`config.mk`:
```
export PLATFORM = sky130hd
export DESIGN_NAME = spi_reg_bank_flat
export DESIGN_NICKNAME = d
export VERILOG_FILES = /design/src/rtl/spi_reg_bank_if.sv /design/src/rtl/spi_reg_bank.sv /design/src/flat_wrapper.sv
export SDC_FILE = /design/constraint.sdc
export NUM_CORES = 1
export LEC_CHECK = 0
export BUFFER_PORTS_ARGS = -buffer_cell sky130_fd_sc_hd__buf_2
export CAP_MARGIN = 5
export CELL_PAD_IN_SITES_DETAIL_PLACEMENT = 1
export CELL_PAD_IN_SITES_GLOBAL_PLACEMENT = 2
export CORE_ASPECT_RATIO = 0.8
export CORE_UTILIZATION = 36
export CTS_CLUSTER_DIAMETER = 80
export DETAILED_ROUTE_END_ITERATION = 8
export GPL_ROUTABILITY_DRIVEN = 0
export PLACE_DENSITY_LB_ADDON = 0.1
export SETUP_SLACK_MARGIN = 0.2
export SKIP_LAST_GASP = 1
export SLEW_MARGIN = 5
export SYNTH_ARGS = -nofsm -noshare
export SYNTH_HDL_FRONTEND = slang
export SYNTH_SLANG_ARGS = --single-unit
```
`constraint.sdc`:
```
create_clock -name clk -period 4.95 [get_ports clk]
set_input_delay 0.2475 -clock clk [delete_from_list [all_inputs] [get_ports clk]]
set_output_delay 0.2475 -clock clk [all_outputs]
set_load 0.03 [all_outputs]
```
`src/rtl/spi_reg_bank_if.sv`:
```
// Byte-level handshake between the SPI slave shifter and the register bank.
// master: the SPI slave side (delivers received bytes, loads tx bytes).
// slave:  the register bank (consumes rx bytes, supplies tx bytes).
interface spi_reg_bank_if;
  logic       spi_cs;
  logic       rx_dv;
  logic [7:0] rx_byte;
  logic       tx_dv;
  logic [7:0] tx_byte;

  modport master (
    output spi_cs,
    output rx_dv,
    output rx_byte,
    input  tx_dv,
    input  tx_byte
  );

  modport slave (
    input  spi_cs,
    input  rx_dv,
    input  rx_byte,
    output tx_dv,
    output tx_byte
  );
endinterface

```
`src/rtl/spi_reg_bank.sv`:
```
// SPI-accessible configuration register bank.
// Decodes a command byte (bit7 = write, bits[6:0] = address) followed by data
// bytes, returns read data through tx_dv/tx_byte and exposes all registers as
// a flat vector.
// Optional feature: define SPI_REGBANK_BURST_EN to keep accepting data bytes
// at auto-incrementing addresses; otherwise only the first data byte of a
// frame is used.
//
// state  | meaning
// IDLE   | waiting for chip-select to fall
// CMD    | expecting the command/address byte
// DATA   | expecting a data (write) or dummy (read) byte
// IGNORE | single access done, remaining bytes of the frame are dropped
module spi_reg_bank #(
  parameter int         NUM_REGS  = 16,
  parameter logic [7:0] IDLE_BYTE = 8'hA5,
  parameter logic [7:0] RESET_VAL = 8'h00
) (
  input  logic                  clk,
  input  logic                  reset,
  spi_reg_bank_if.slave         bus,
  output logic [NUM_REGS*8-1:0] regs,
  output logic                  wr_strobe,
  output logic [6:0]            wr_addr,
  output logic                  addr_err
);

`ifdef SPI_REGBANK_BURST_EN
  localparam bit BURST = 1'b1;
`else
  localparam bit BURST = 1'b0;
`endif

  localparam logic [7:0] NUM_W = 8'(NUM_REGS);

  typedef enum logic [1:0] {IDLE, CMD, DATA, IGNORE} state_t;

  state_t     state_q, state_n;
  logic       cs_m, cs_s, cs_d;
  logic       frame_start, frame_end, rx_ok;
  logic       op_q;
  logic [6:0] addr_q;
  logic [6:0] rd_addr;
  logic [7:0] rd_data;
  logic [7:0] reg_q [NUM_REGS];

  logic       tx_dv_n, tx_load, wr_en, err_n, lat_cmd, addr_inc;
  logic [7:0] tx_byte_n;

  function automatic logic in_range(input logic [6:0] a);
    return {1'b0, a} < NUM_W;
  endfunction

  // Two-flop chip-select synchronizer plus one delay flop for edge detection.
  always_ff @(posedge clk or posedge reset) begin
    if (reset) begin
      cs_m <= 1'b1;
      cs_s <= 1'b1;
      cs_d <= 1'b1;
    end else begin
      cs_m <= bus.spi_cs;
      cs_s <= cs_m;
      cs_d <= cs_s;
    end
  end

  assign frame_start = cs_d & ~cs_s;
  assign frame_end   = ~cs_d & cs_s;
  assign rx_ok       = bus.rx_dv & ~cs_s;

  // Read address: the incoming command address, or the next burst address.
  assign rd_addr = (state_q == CMD) ? bus.rx_byte[6:0] : addr_q + 7'd1;

  // Read mux; out-of-range addresses read back as zero.
  always_comb begin
    rd_data = 8'h00;
    for (int i = 0; i < NUM_REGS; i++) begin
      if (rd_addr == 7'(i)) rd_data = reg_q[i];
    end
  end

  // State register.
  always_ff @(posedge clk or posedge reset) begin
    if (reset) state_q <= IDLE;
    else       state_q <= state_n;
  end

  // Next-state logic; frame end overrides everything.
  always_comb begin
    state_n = state_q;
    if (frame_end) begin
      state_n = IDLE;
    end else begin
      case (state_q)
        IDLE:    if (frame_start) state_n = CMD;
        CMD:     if (rx_ok) state_n = DATA;
        DATA:    if (rx_ok) state_n = BURST ? DATA : IGNORE;
        default: state_n = state_q;
      endcase
    end
  end

  // Output decode: next values for the registered outputs and datapath enables.
  always_comb begin
    tx_dv_n   = 1'b0;
    tx_load   = 1'b0;
    tx_byte_n = IDLE_BYTE;
    wr_en     = 1'b0;
    err_n     = 1'b0;
    lat_cmd   = 1'b0;
    addr_inc  = 1'b0;
    if (frame_end) begin
      tx_load = 1'b1;
    end else begin
      case (state_q)
        IDLE: begin
          if (frame_start) begin
            tx_dv_n = 1'b1;
            tx_load = 1'b1;
          end
        end
        CMD: begin
          if (rx_ok) begin
            lat_cmd = 1'b1;
            tx_dv_n = 1'b1;
            tx_load = 1'b1;
            if (!bus.rx_byte[7]) tx_byte_n = rd_data;
          end
        end
        DATA: begin
          if (rx_ok) begin
            wr_en    = op_q & in_range(addr_q);
            err_n    = ~in_range(addr_q);
            tx_dv_n  = 1'b1;
            tx_load  = 1'b1;
            addr_inc = BURST;
            if (BURST && !op_q) tx_byte_n = rd_data;
          end
        end
        default: ;
      endcase
    end
  end

  // Registered handshake outputs and the latched command.
  always_ff @(posedge clk or posedge reset) begin
    if (reset) begin
      bus.tx_dv   <= 1'b0;
      bus.tx_byte <= IDLE_BYTE;
      wr_strobe   <= 1'b0;
      wr_addr     <= 7'd0;
      addr_err    <= 1'b0;
      op_q        <= 1'b0;
      addr_q      <= 7'd0;
    end else begin
      bus.tx_dv <= tx_dv_n;
      if (tx_load) bus.tx_byte <= tx_byte_n;
      wr_strobe <= wr_en;
      if (wr_en) wr_addr <= addr_q;
      addr_err <= err_n;
      if (lat_cmd) begin
        op_q   <= bus.rx_byte[7];
        addr_q <= bus.rx_byte[6:0];
      end else if (addr_inc) begin
        addr_q <= addr_q + 7'd1;
      end
    end
  end

  // Register array; a write lands on the same edge that accepts the data byte.
  always_ff @(posedge clk or posedge reset) begin
    if (reset) begin
      for (int i = 0; i < NUM_REGS; i++) reg_q[i] <= RESET_VAL;
    end else if (wr_en) begin
      for (int i = 0; i < NUM_REGS; i++) begin
        if (addr_q == 7'(i)) reg_q[i] <= bus.rx_byte;
      end
    end
  end

  // Flatten for the rest of the chip.
  for (genvar g = 0; g < NUM_REGS; g++) begin : g_flat
    assign regs[8*g +: 8] = reg_q[g];
  end

endmodule

```
`src/flat_wrapper.sv`:
```
// flat-port wrapper written by rule: the top's interface ports become plain ports
module spi_reg_bank_flat 
#(
  parameter int         NUM_REGS  = 16,
  parameter logic [7:0] IDLE_BYTE = 8'hA5,
  parameter logic [7:0] RESET_VAL = 8'h00
)
  (clk, reset, regs, wr_strobe, wr_addr, addr_err, bus_spi_cs, bus_rx_dv, bus_rx_byte, bus_tx_dv, bus_tx_byte);
  spi_reg_bank_if bus_i ();
  input  logic clk;
  input  logic reset;
  output logic [NUM_REGS*8-1:0] regs;
  output logic wr_strobe;
  output logic [6:0] wr_addr;
  output logic addr_err;
  input wire logic [$bits(bus_i.spi_cs)-1:0] bus_spi_cs;
  input wire logic [$bits(bus_i.rx_dv)-1:0] bus_rx_dv;
  input wire logic [$bits(bus_i.rx_byte)-1:0] bus_rx_byte;
  output wire logic [$bits(bus_i.tx_dv)-1:0] bus_tx_dv;
  output wire logic [$bits(bus_i.tx_byte)-1:0] bus_tx_byte;
  assign bus_i.spi_cs = bus_spi_cs;
  assign bus_i.rx_dv = bus_rx_dv;
  assign bus_i.rx_byte = bus_rx_byte;
  assign bus_tx_dv = bus_i.tx_dv;
  assign bus_tx_byte = bus_i.tx_byte;
  spi_reg_bank #(.NUM_REGS(NUM_REGS), .IDLE_BYTE(IDLE_BYTE), .RESET_VAL(RESET_VAL)) u_core (.clk(clk), .reset(reset), .bus(bus_i), .regs(regs), .wr_strobe(wr_strobe), .wr_addr(wr_addr), .addr_err(addr_err));
endmodule
```
==> impl_results.md, run 1 <==
- Place WS: 1.19 ns
- Number of post-CTS setup repair buffers: 0
- Mean routed wirelength per cell: 25.9 um
- Most common cell after layout, fill and taps aside: buf_2
- Non-Filler Instances: 1074
- Clk Latency, worst-skew pair: 0.44 ns
- Synth cell types: 66
- Post-route ant nets: 0
- Failing checks: DRC
- GR peak layer: met2
- Placed Area: 0.00863 mm^2
- Stages on the worst setup path: 8
- Fill cells: 2284
- Status: finished with violations
- Comb pwr share: between 40% and 50%
- Warning count from the yosys run: 0
- Top-level I/O count: between 150 and 200
- R2R cell count: 8
- Number of register bits inferred by synthesis: 159
- Power density cells: approximately 520 mW/mm^2
- CTS tree: built
- R2R Path End: u_core.bus.tx_byte[3]
- Gr ovfl total: 0
- Die height: 133 um
- Vias: between 6000 and 7000
- Pint: 2.66 mW
- Yosys top cell by area: dfrtp_1
- Initial Utilization: 37.1%
- WP data arrival: 4.19 ns
- Synth top area share: 49.3%
- CTS max path bufs: 2
- Final Hold Viols: 0
- Core ar.: 0.0208 mm^2
- Final clock period utilization by the worst path: 78.2%
- Slew margin rel.: 28.1%
- Rows: 47
- Crit path cell chain: inv_1, ha_1, and3b_1, or2_1, o2111ai_1, o221a_2, a32oi_1, o21ai_1
- EDFF count, synth: 0
- RSZ-0062 raised after global routing: false
- Total CTS buffers: 17
- Reg-to-reg setup timing slack: 1.08 ns
- Measured slew at the worst slew-check pin: 1.07 ns
- Grt met1 use: 36.1%
- # DRC: 14
- Worst setup path endpoint: u_core.bus.tx_byte[3]
- CP bufs+invs: 1
- Mapped cell area: 0.00771 mm^2
- Via density: 5.81
- Input/output buffers: about 160
- Critical R2R Launch: u_core.addr_q[0]
- Drt initial violations: 508
- Die Wd: 166 um
- Sum Neg Setup Slack: 0 ns
- Clock power share: 27.6%
- TritonRoute pass-1 iters: 7
- Crit Path Category: flip-flop to flip-flop
- PnR worst setup slack: ~1.1 ns
- Avg Cell Area, Syn: ~12 um^2
- Final design instance area without fill: 0.00924 mm^2
- Antenna violations before repair: 0
- Met3 GRT Util: between 5 and 6%
- Fmax: 258 MHz
- Top cells by area, synth: dfrtp_1 49%, mux2_2 18%, o21ai_0 2.4%
- Post-route clock skew: 0.0152 ns
- Vias in the first global route: a little under 7000
- Hold/Removal Path Class: input pin to flip-flop
- Post-Place Cells: 1040
- Slowest library cell on the worst path: or2_1
- CP delay by family, top: compound AO/OA/AOI/OAI gates
- LEAKAGE: 4.70 nW
- Met2 Use GR: a little over two fifths
- Ant. Diodes: 0
- Routed WL: 27800 um
- VDD IR-drop max: approximately 0.00026 V
- Max-slew violations: 0
- Hpwl dp: 19600 um
- Final setup violation count: 0
- Tmin final: 3.87 ns
- # H-tree levels: 4
- Critical Path Max Stage Delay: between 0.7 and 0.8 ns
- Post-Syn Nets: about 680
- Area Overhead vs Synth: 19.7%
- Overall Global Routing Usage: 26.4%
- CP Capture Type: flip-flop
- Crit path launch type: flip-flop
- Nets@finish: 813
- Largest net degree at the start of global routing: 63
- Clock Sinks: ~160
- Clock slew at reported path FFs: 0.07 ns
- Synth Flop Type: dfrtp_1
- Share of cells above drive strength 1: 42.4%
- Crit-path max FO: 22
- Net Sw Frac: 44.5%
- Critical Path Source: u_core.addr_q[0]
- Post-synthesis sequential area ratio: between 50 and 60%
- Cells after Synth: ~660
- Commonest cells after routing, fill and taps aside: 157 x buf_2, 152 x dfrtp_1, 125 x mux2_2
- Max-cap violations: 0
- Die Area: 0.0220 mm^2
- Flop pwr share: 32.1%
- CP required: about 5.3 ns
- Total net switching power: 2.13 mW
- Post-synth ARST share: 100%
- Root buffer cell: clkbuf_16
- First-pass GRT wire length: around 43000 um
logic make-up (layout without fill, tap and decap cells):
kind of cell / count (synthesis) / in the layout / share of synthesized area (%)
flops: 159 / 159 / 51.7
buf+inv: 59 / 207 / 3.78
xor+xnor: 2 / 2 / 0.324
fa+ha+maj: 9 / 9 / 1.46
simple gates: 141 / 141 / 9.00
mux: 130 / 130 / 18.9
compound gates: 157 / 157 / 14.8
worst min-delay path: cells and delay by family:
kind                   cells  cell delay [ns]
buffers and inverters      1             0.12
AND/OR/NAND/NOR            3             0.27
what timing repair did:
| item | CTS | global route |
|---|---|---|
| endpoints found under the hold margin | 61 | 0 |
| hold buffers | 2 | 0 |
| resized for setup | 0 | 0 |
how the worst min path moves through the flow:
| stage | from | to | slack, ns | depth (start not counted) |
|---|---|---|---|---|
| floorplan | bus_spi_cs | u_core.cs_m | 0.25 | 0 |
| global placement | reset | u_core.regs[15] | 0.35 | 2 |
| detailed placement | reset | u_core.regs[15] | 0.36 | 2 |
| CTS | bus_rx_dv | u_core.addr_err | 0.21 | 4 |
| global route | bus_rx_dv | u_core.addr_err | 0.26 | 4 |
| finish | bus_rx_dv | u_core.addr_err | 0.22 | 4 |
synthesized netlist by cell type (6+ instances only):
master and n:
a221o_1 6, dfrtp_1 152, nand3_1 23, a31oi_1 7, nand2_1 40, a221oi_1 10, nor2_1 28, nor3_1 10
o22ai_1 12, dfstp_2 7, clkbuf_1 18, o21ai_0 37, buf_2 17, ha_1 9, inv_1 11, nor2b_1 8
buf_4 9, o211ai_1 9, a21oi_1 13, nand4_1 8, mux2_2 125, a22oi_1 16
metal layers:
metal / wire [um] / share of wire, %
met5: 0 / 0
met4: 452 / 1.6
met3: 1360 / 4.9
met2: 13100 / 47
met1: 12900 / 46
metrics by stage:
stage               hold WS [ns]  util (%)  total power [mW]
CTS                        0.208      44.4              4.79
finish                     0.223      44.4              4.79
global placement           0.352      41.5              3.40
global route               0.256      44.4              5.03
floorplan                  0.252         -              2.94
detailed placement         0.356      41.5              3.45
power groups by stage:
stage	registers, mW	logic [mW]	clock network [mW]
2_1_floorplan	1.59	1.35	0
3_3_place_gp	1.55	1.86	0
3_5_place_dp	1.56	1.89	0
4_1_cts	1.53	1.91	1.35
5_1_grt	1.55	2.07	1.41
6_report	1.54	1.93	1.32
cell type report:
type	instances	area, um^2	share of cell area, %
Clock buffer	17	425	4.61
Multi-Input combinational cell	439	3440	37.2
Tap cell	269	337	3.64
Inverter	11	46.3	0.501
Clock inverter	15	160	1.73
Timing Repair Buffer	164	843	9.13
Sequential cell	159	3990	43.2
flip-flops by register name, summed over array words and instances (netlist names):
name / flops
u_core.regs: 128
u_core.bus.tx_byte: 8
u_core.addr_q: 7
u_core.wr_addr: 7
u_core.state_q: 2
u_core.addr_err: 1
u_core.bus.tx_dv: 1
u_core.cs_d: 1
u_core.cs_m: 1
u_core.cs_s: 1
u_core.op_q: 1
u_core.wr_strobe: 1
Power figures use the tool's default switching activity.
==> run 2: changes to the inputs <==
- ABC_AREA: default -> 1
- CORE_UTILIZATION: 36 -> 29
- clock period: 4.95 -> 3.4 ns (I/O delays scaled with it)
==> run 2 against run 1 <==
Effect of this change:
- the flow now finishes without violations
- via count increased by 10%
- count of clock-buffer cells in the layout increased by 5
- first-iteration DRC count decreased by 17%
- worst hold slack got worse by 0.062 ns
- flip-flop and latch count unchanged
- non-clock buffer count increased by 27
- critical path type unchanged
- largest power group is now registers
- highest routed layer unchanged
==> impl_results.md, run 2 <==
- Status: completed
- Clock Sinks: between 150 and 200
- Rows: 52
- Synth Flop Type: dfrtp_1
- Post-Syn Nets: 952
- CTS tree: built
- Fmax: 342 MHz
- CP delay by family, top: simple AND/OR/NAND/NOR gates
- Top cells by area, synth: dfrtp_1 50%, nand2_1 15%, o21ai_0 9.6%
- Post-synthesis sequential area ratio: a little over half
- Clk Latency, worst-skew pair: approximately 0.44 ns
- Fill cells: between 3000 and 4000
- # DRC: 0
- WP data arrival: 3.25 ns
- Die height: about 150 um
- Sum Neg Setup Slack: 0 ns
- Core ar.: 0.0255 mm^2
- Overall Global Routing Usage: a little over a fifth
- Final setup violation count: 0
- Power density cells: 666 mW/mm^2
- TritonRoute pass-1 iters: 5
- Crit-path max FO: 11
- EDFF count, synth: 0
- VDD IR-drop max: 0.000341 V
- Hold/Removal Path Class: input pin to flip-flop
- CP required: 3.73 ns
- Total CTS buffers: 17
- RSZ-0062 raised after global routing: false
- Tmin final: just under 3 ns
- Die Area: roughly 0.027 mm^2
- # H-tree levels: 4
- Share of cells above drive strength 1: 25.0%
- Final design instance area without fill: just under 0.01 mm^2
- Measured slew at the worst slew-check pin: 0.967 ns
- Slew margin rel.: 35.5%
- Mean routed wirelength per cell: 19.1 um
- Crit path launch type: flip-flop
- Die Wd: 183 um
- Synth top area share: about half
- Gr ovfl total: 0
- Commonest cells after routing, fill and taps aside: 299 x nand2_1, 157 x buf_2, 152 x dfrtp_1
- Crit Path Category: flip-flop to flip-flop
- Number of register bits inferred by synthesis: 159
- Clock slew at reported path FFs: about 0.070 ns
- Synth cell types: 34
- Vias in the first global route: 6900
- Post-route ant nets: 0
- Post-Place Cells: 1429
- Mapped cell area: between 0.007 and 0.008 mm^2
- Top-count cell post-synth: nand2_1
- Final clock period utilization by the worst path: 85.9%
- Critical Path Max Stage Delay: 0.48 ns
- Warning count from the yosys run: 0
- Crit path cell chain: ha_1, nand2_1, nor2_2, nand2_1, nand2_1, inv_2, nor2_2, nor2_4, buf_4, nand3_1, nand3_1, nor2_1, nand4_1, nand2_1, nand4_1, nor2_1, nand4_1, nand2_1, nand2_1
- Final Hold Viols: 0
- Max-cap violations: 0
- CTS max path bufs: 2
- Largest net degree at the start of global routing: 76
- Placed Area: 0.00884 mm^2
- WHS: between 0.15 and 0.2 ns
- Post-synth ARST share: 100%
- Initial Utilization: 29.7%
- Root buffer cell: clkbuf_16
- Drt initial violations: 422
- CP bufs+invs: 2
- Max reg flops: between 100 and 150
- Top-level I/O count: 158
- Input/output buffers: 157
- LEAKAGE: between 4 and 5 nW
- Ant. Diodes: 0
- Nets@finish: about 1100
- Vias: 6876
- First-pass GRT wire length: 43100 um
- CP Capture Type: flip-flop
- Most common cell after layout, fill and taps aside: nand2_1
- Hpwl dp: 20900 um
- Slowest library cell on the worst path: dfrtp_1
- PnR worst setup slack: 0.480 ns
- Area occupied by multi-input gates: 0.00310 mm^2
- Max-slew violations: 0
- Storage element area: between 0.003 and 0.004 mm^2
- Place WS: 0.305 ns
- Most used cell, CP: nand2_1
- Non-Filler Instances: 1469
- Via density: 4.68
- Post-route clock skew: about 0.013 ns
- Cells after Synth: between 900 and 1000
- Routed WL: about 28000 um
- Avg Cell Area, Syn: 8.14 um^2
- Antenna violations before repair: 0
- Top cells by count, synth: 299 x nand2_1, 152 x dfrtp_1, 146 x o21ai_0
- Area Overhead vs Synth: 26.7%
- Yosys top cell by area: dfrtp_1
-- run 2: changes by cell type after synthesis, sizes merged, moves of 25 or more --
cell,change
nor2,+32
nand2,+262
nand4,+25
mux2,-125
inv,+79
o21ai,+107
nand3,+32
-- run 2: logic make-up after synthesis --
family,share of synthesized area [%]
and+or+nand+nor,28.3
buffers and inverters,6.75
DFF,52.6
AOI/OAI and AO/OA,10.8
adders and majority gates,1.49
-- run 2: timing repair --
action / 4_1_cts / 5_1_grt
buffers inserted: 0 / 6
gates resized for setup: 0 / 2
setup endpoints to repair: 0 / 8
endpoints found under the hold margin: 29 / 0
hold buffers: 2 / 0
-- run 2: worst min-delay path, stage by stage --
cell     delay, ns
buf_2         0.09
nand2_1       0.05
inv_1         0.07
nand2_1       0.07
a21oi_1       0.09
-- run 2: final cells by class --
| cell class | count | share of cell area, % |
|---|---|---|
| clock inverters | 10 | 2.15 |
| multi-input cells | 646 | 32.2 |
| flip-flops and latches | 159 | 41.5 |
| clock buffers | 22 | 4.94 |
| repair buffers | 191 | 11.0 |
| well taps | 351 | 4.57 |
| inverters | 90 | 3.56 |
-- run 2: routing by layer --
| layer | routed length (um) | track usage [%] | share of wire, % | vias up |
|---|---|---|---|---|
| met4 | 301 | 4.92 | 1.1 | 0 |
| li1 | - | - | - | 3356 |
| met5 | 0 | 0 | 0 | - |
| met3 | 1010 | 3.62 | 3.6 | 22 |
| met2 | 12400 | 32.4 | 44 | 143 |
| met1 | 14200 | 32.5 | 51 | 3355 |
-- run 2: worst paths after layout --
check / from / end / slack [ns] / cells after the start
min in group asynchronous: reset / u_core.regs[17] / 0.45 / 3
worst max register to register: u_core.addr_q[0] / u_core.bus.tx_byte[4] / 0.48 / 19
worst min-delay path: bus_rx_dv / u_core.bus.tx_dv / 0.16 / 5
worst min register to register: u_core.cs_m / u_core.cs_s / 0.36 / 0
worst max-delay path: u_core.addr_q[0] / u_core.bus.tx_byte[4] / 0.48 / 19
max in group asynchronous: reset / u_core.bus.tx_byte[2] / 2.03 / 4
-- run 2: stage by stage --
step	power (mW)	utilization, %
4_1_cts	6.39	37.4
5_1_grt	6.74	37.7
3_5_place_dp	4.13	34.7
6_report	6.39	37.7
2_1_floorplan	3.60	-
3_3_place_gp	4.11	34.7
-- run 2: where the power goes --
group	internal, mW	leakage, nW	total (mW)	switching, mW
Sequential	2.05	2.17	2.24	0.187
Combinational	0.550	2.43	1.92	1.37
Clock	1.44	0.330	2.23	0.796
Total	4.04	4.92	6.39	2.35
==> run 3: changes to the inputs <==
- CORE_UTILIZATION: 29 -> 34
- clock period: 3.4 -> 3.46 ns (I/O delays scaled with it)
==> run 3 against run 2 <==
Effect of this change:
- the flow now finishes with violations (hold timing)
- final cell count is 4.8% lower
- setup slack worse by 0.069 ns
- sequential power is 2% lower
- utilization is 5.4 points higher
- clock skew is 0.00063 ns higher
- final area is 2.5% lower
- register-to-register slack worse by 0.07 ns
- largest power group unchanged
==> impl_results.md, run 3 (synthesis gave the netlist of run 2 again) <==
- Status: finished with violations
- Failing checks: hold timing
- Via density: 4.90
- Max-slew violations: 0
- Final clock period utilization by the worst path: approximately 90%
- Top-level I/O count: 158
- Post-route ant nets: 0
- Die Wd: 169 um
- Rows: 48
- Overall Global Routing Usage: 24.3%
- Number of post-CTS setup repair buffers: 0
- Power density cells: 650 mW/mm^2
- WHS: -0.145 ns
- R2R Path End: u_core.bus.tx_byte[4]
- Reg-to-reg setup timing slack: 0.41 ns
- Hpwl dp: between 15000 and 20000 um
- Gr ovfl total: 0
- WP data arrival: 3.36 ns
- Power Total: 6.08 mW
- Vias in the first global route: around 6700
- Nets@finish: 1108
- Antenna violations before repair: 1
- Area Overhead vs Synth: 23.4%
- Slew margin rel.: 27.4%
- PnR worst setup slack: 0.411 ns
- Core ar.: 0.0217 mm^2
- Clock slew at reported path FFs: 0.07 ns
- Clk Latency, worst-skew pair: 0.43 ns
- Final Hold Viols: 40
- Share of cells above drive strength 1: 24.1%
- Pint: 3.73 mW
- Core Util, Final: 43.0%
- Hold/Removal Path Class: input pin to async pin
- Crit path launch type: flip-flop
- First-pass GRT wire length: 41400 um
- Mean routed wirelength per cell: between 15 and 20 um
- Initial Utilization: a little over a third
- # H-tree levels: 4
- Place WS: 0.228 ns
- Total net switching power: 2.36 mW
- Vias: 6852
- Measured slew at the worst slew-check pin: approximately 1.1 ns
- VDD IR-drop max: 0.000306 V
- Crit-path max FO: 7
- TritonRoute pass-1 iters: 6
- Drt initial violations: 569
- CTS max path bufs: 2
- Max reg flops: roughly 130
- Routed WL: 26800 um
- CP Capture Type: flip-flop
- Crit Path Category: flip-flop to flip-flop
- Root buffer cell: clkbuf_16
- Clock power share: 34.2%
- Die Area: approximately 0.023 mm^2
- Total CTS buffers: 17
- Final setup violation count: 0
- Tmin final: between 3 and 4 ns
- Critical R2R Launch: u_core.addr_q[0]
- # DRC: 0
- Comb pwr share: 29.7%
- Sum Neg Setup Slack: 0 ns
- Fill cells: 2696
- CTS tree: built
- Fmax: 328 MHz
- Post-route clock skew: 0.0135 ns
- Ant. Diodes: 0
- RSZ-0062 raised after global routing: false
- Max-cap violations: 0
- Net Sw Frac: ~39%
- Most common cell after layout, fill and taps aside: nand2_1
- Flop pwr share: 36.1%
- Largest net degree at the start of global routing: 160
- CP required: 3.77 ns
- Clock Sinks: 159
- Commonest cells after routing, fill and taps aside: 299 x nand2_1, 157 x buf_2, 151 x dfrtp_1
- Input/output buffers: 157
- LEAKAGE: 4.81 nW
- R2R cell count: 16
- Die height: 136 um
## run 3: cell count changes in the layout (fill, tap and decap cells not counted), moves of 2 or more
cell / previous run / this run
buf_4: 31 / 13
bufinv_16: 6 / 4
clkinv_2: 2 / 0
inv_6: 0 / 3
## run 3: worst max-delay path by stage
stage                                  from                     to  cells past startpoint
final                      u_core.addr_q[0]  u_core.bus.tx_byte[4]                     16
after global routing       u_core.addr_q[0]  u_core.bus.tx_byte[4]                     16
after CTS                  u_core.addr_q[0]  u_core.bus.tx_byte[4]                     16
after detailed placement  u_core.state_q[1]  u_core.bus.tx_byte[4]                     14
after global placement    u_core.state_q[1]  u_core.bus.tx_byte[4]                     17
after floorplan            u_core.addr_q[0]  u_core.bus.tx_byte[4]                     16
## run 3: critical path: stages (launching register included)
cell and delay (ns):
dfrtp_2 0.44, inv_1 0.13, ha_1 0.37, o21ai_4 0.29, nor2_1 0.12, nand4_1 0.26
inv_1 0.10, nand3_1 0.09, nand3_1 0.11, nor2_1 0.24, nand4_1 0.17, nand2_1 0.09
nand4_1 0.11, nor2_1 0.17, nand4_1 0.12, nand2_1 0.08, nand2_1 0.05
## run 3: repair_timing
action | 4_1_cts | 5_1_grt
pin swaps | 0 | 1
hold endpoints to repair | 1 | 0
hold buffers | 1 | 0
resized for setup | 1 | 3
endpoints found under the setup margin | 1 | 8
cloned | 0 | 1
## run 3: metal layers
metal	routed length, um	global-route usage, %
met3	1050	4.76
met1	13700	35.9
met4	181	4.14
met5	0	0
met2	11800	37.0
## run 3: per-stage QoR
stage          area [um^2]  std cells
2_1_floorplan         7590        931
3_3_place_gp          8690       1366
3_5_place_dp          8690       1366
4_1_cts               9340       1398
5_1_grt               9360       1399
6_report              9360       1399
## run 3: layout make-up
| type | count | area, um^2 | area share [%] |
|---|---|---|---|
| clock inverter | 11 | 179 | 1.91 |
| multi-input combinational | 647 | 3100 | 33.2 |
| clock buffer | 20 | 457 | 4.88 |
| sequential | 159 | 3990 | 42.6 |
| inverter | 90 | 342 | 3.65 |
| tap | 300 | 375 | 4.01 |
| timing repair buffer | 172 | 913 | 9.76 |
## run 3: power by group through the flow
stage          clock network, mW  registers [mW]  logic (mW)
2_1_floorplan                  0            2.36        1.18
3_3_place_gp                   0            2.22        1.75
3_5_place_dp                   0            2.23        1.77
4_1_cts                     2.11            2.19        1.78
5_1_grt                     2.18            2.22        1.99
6_report                    2.08            2.20        1.81
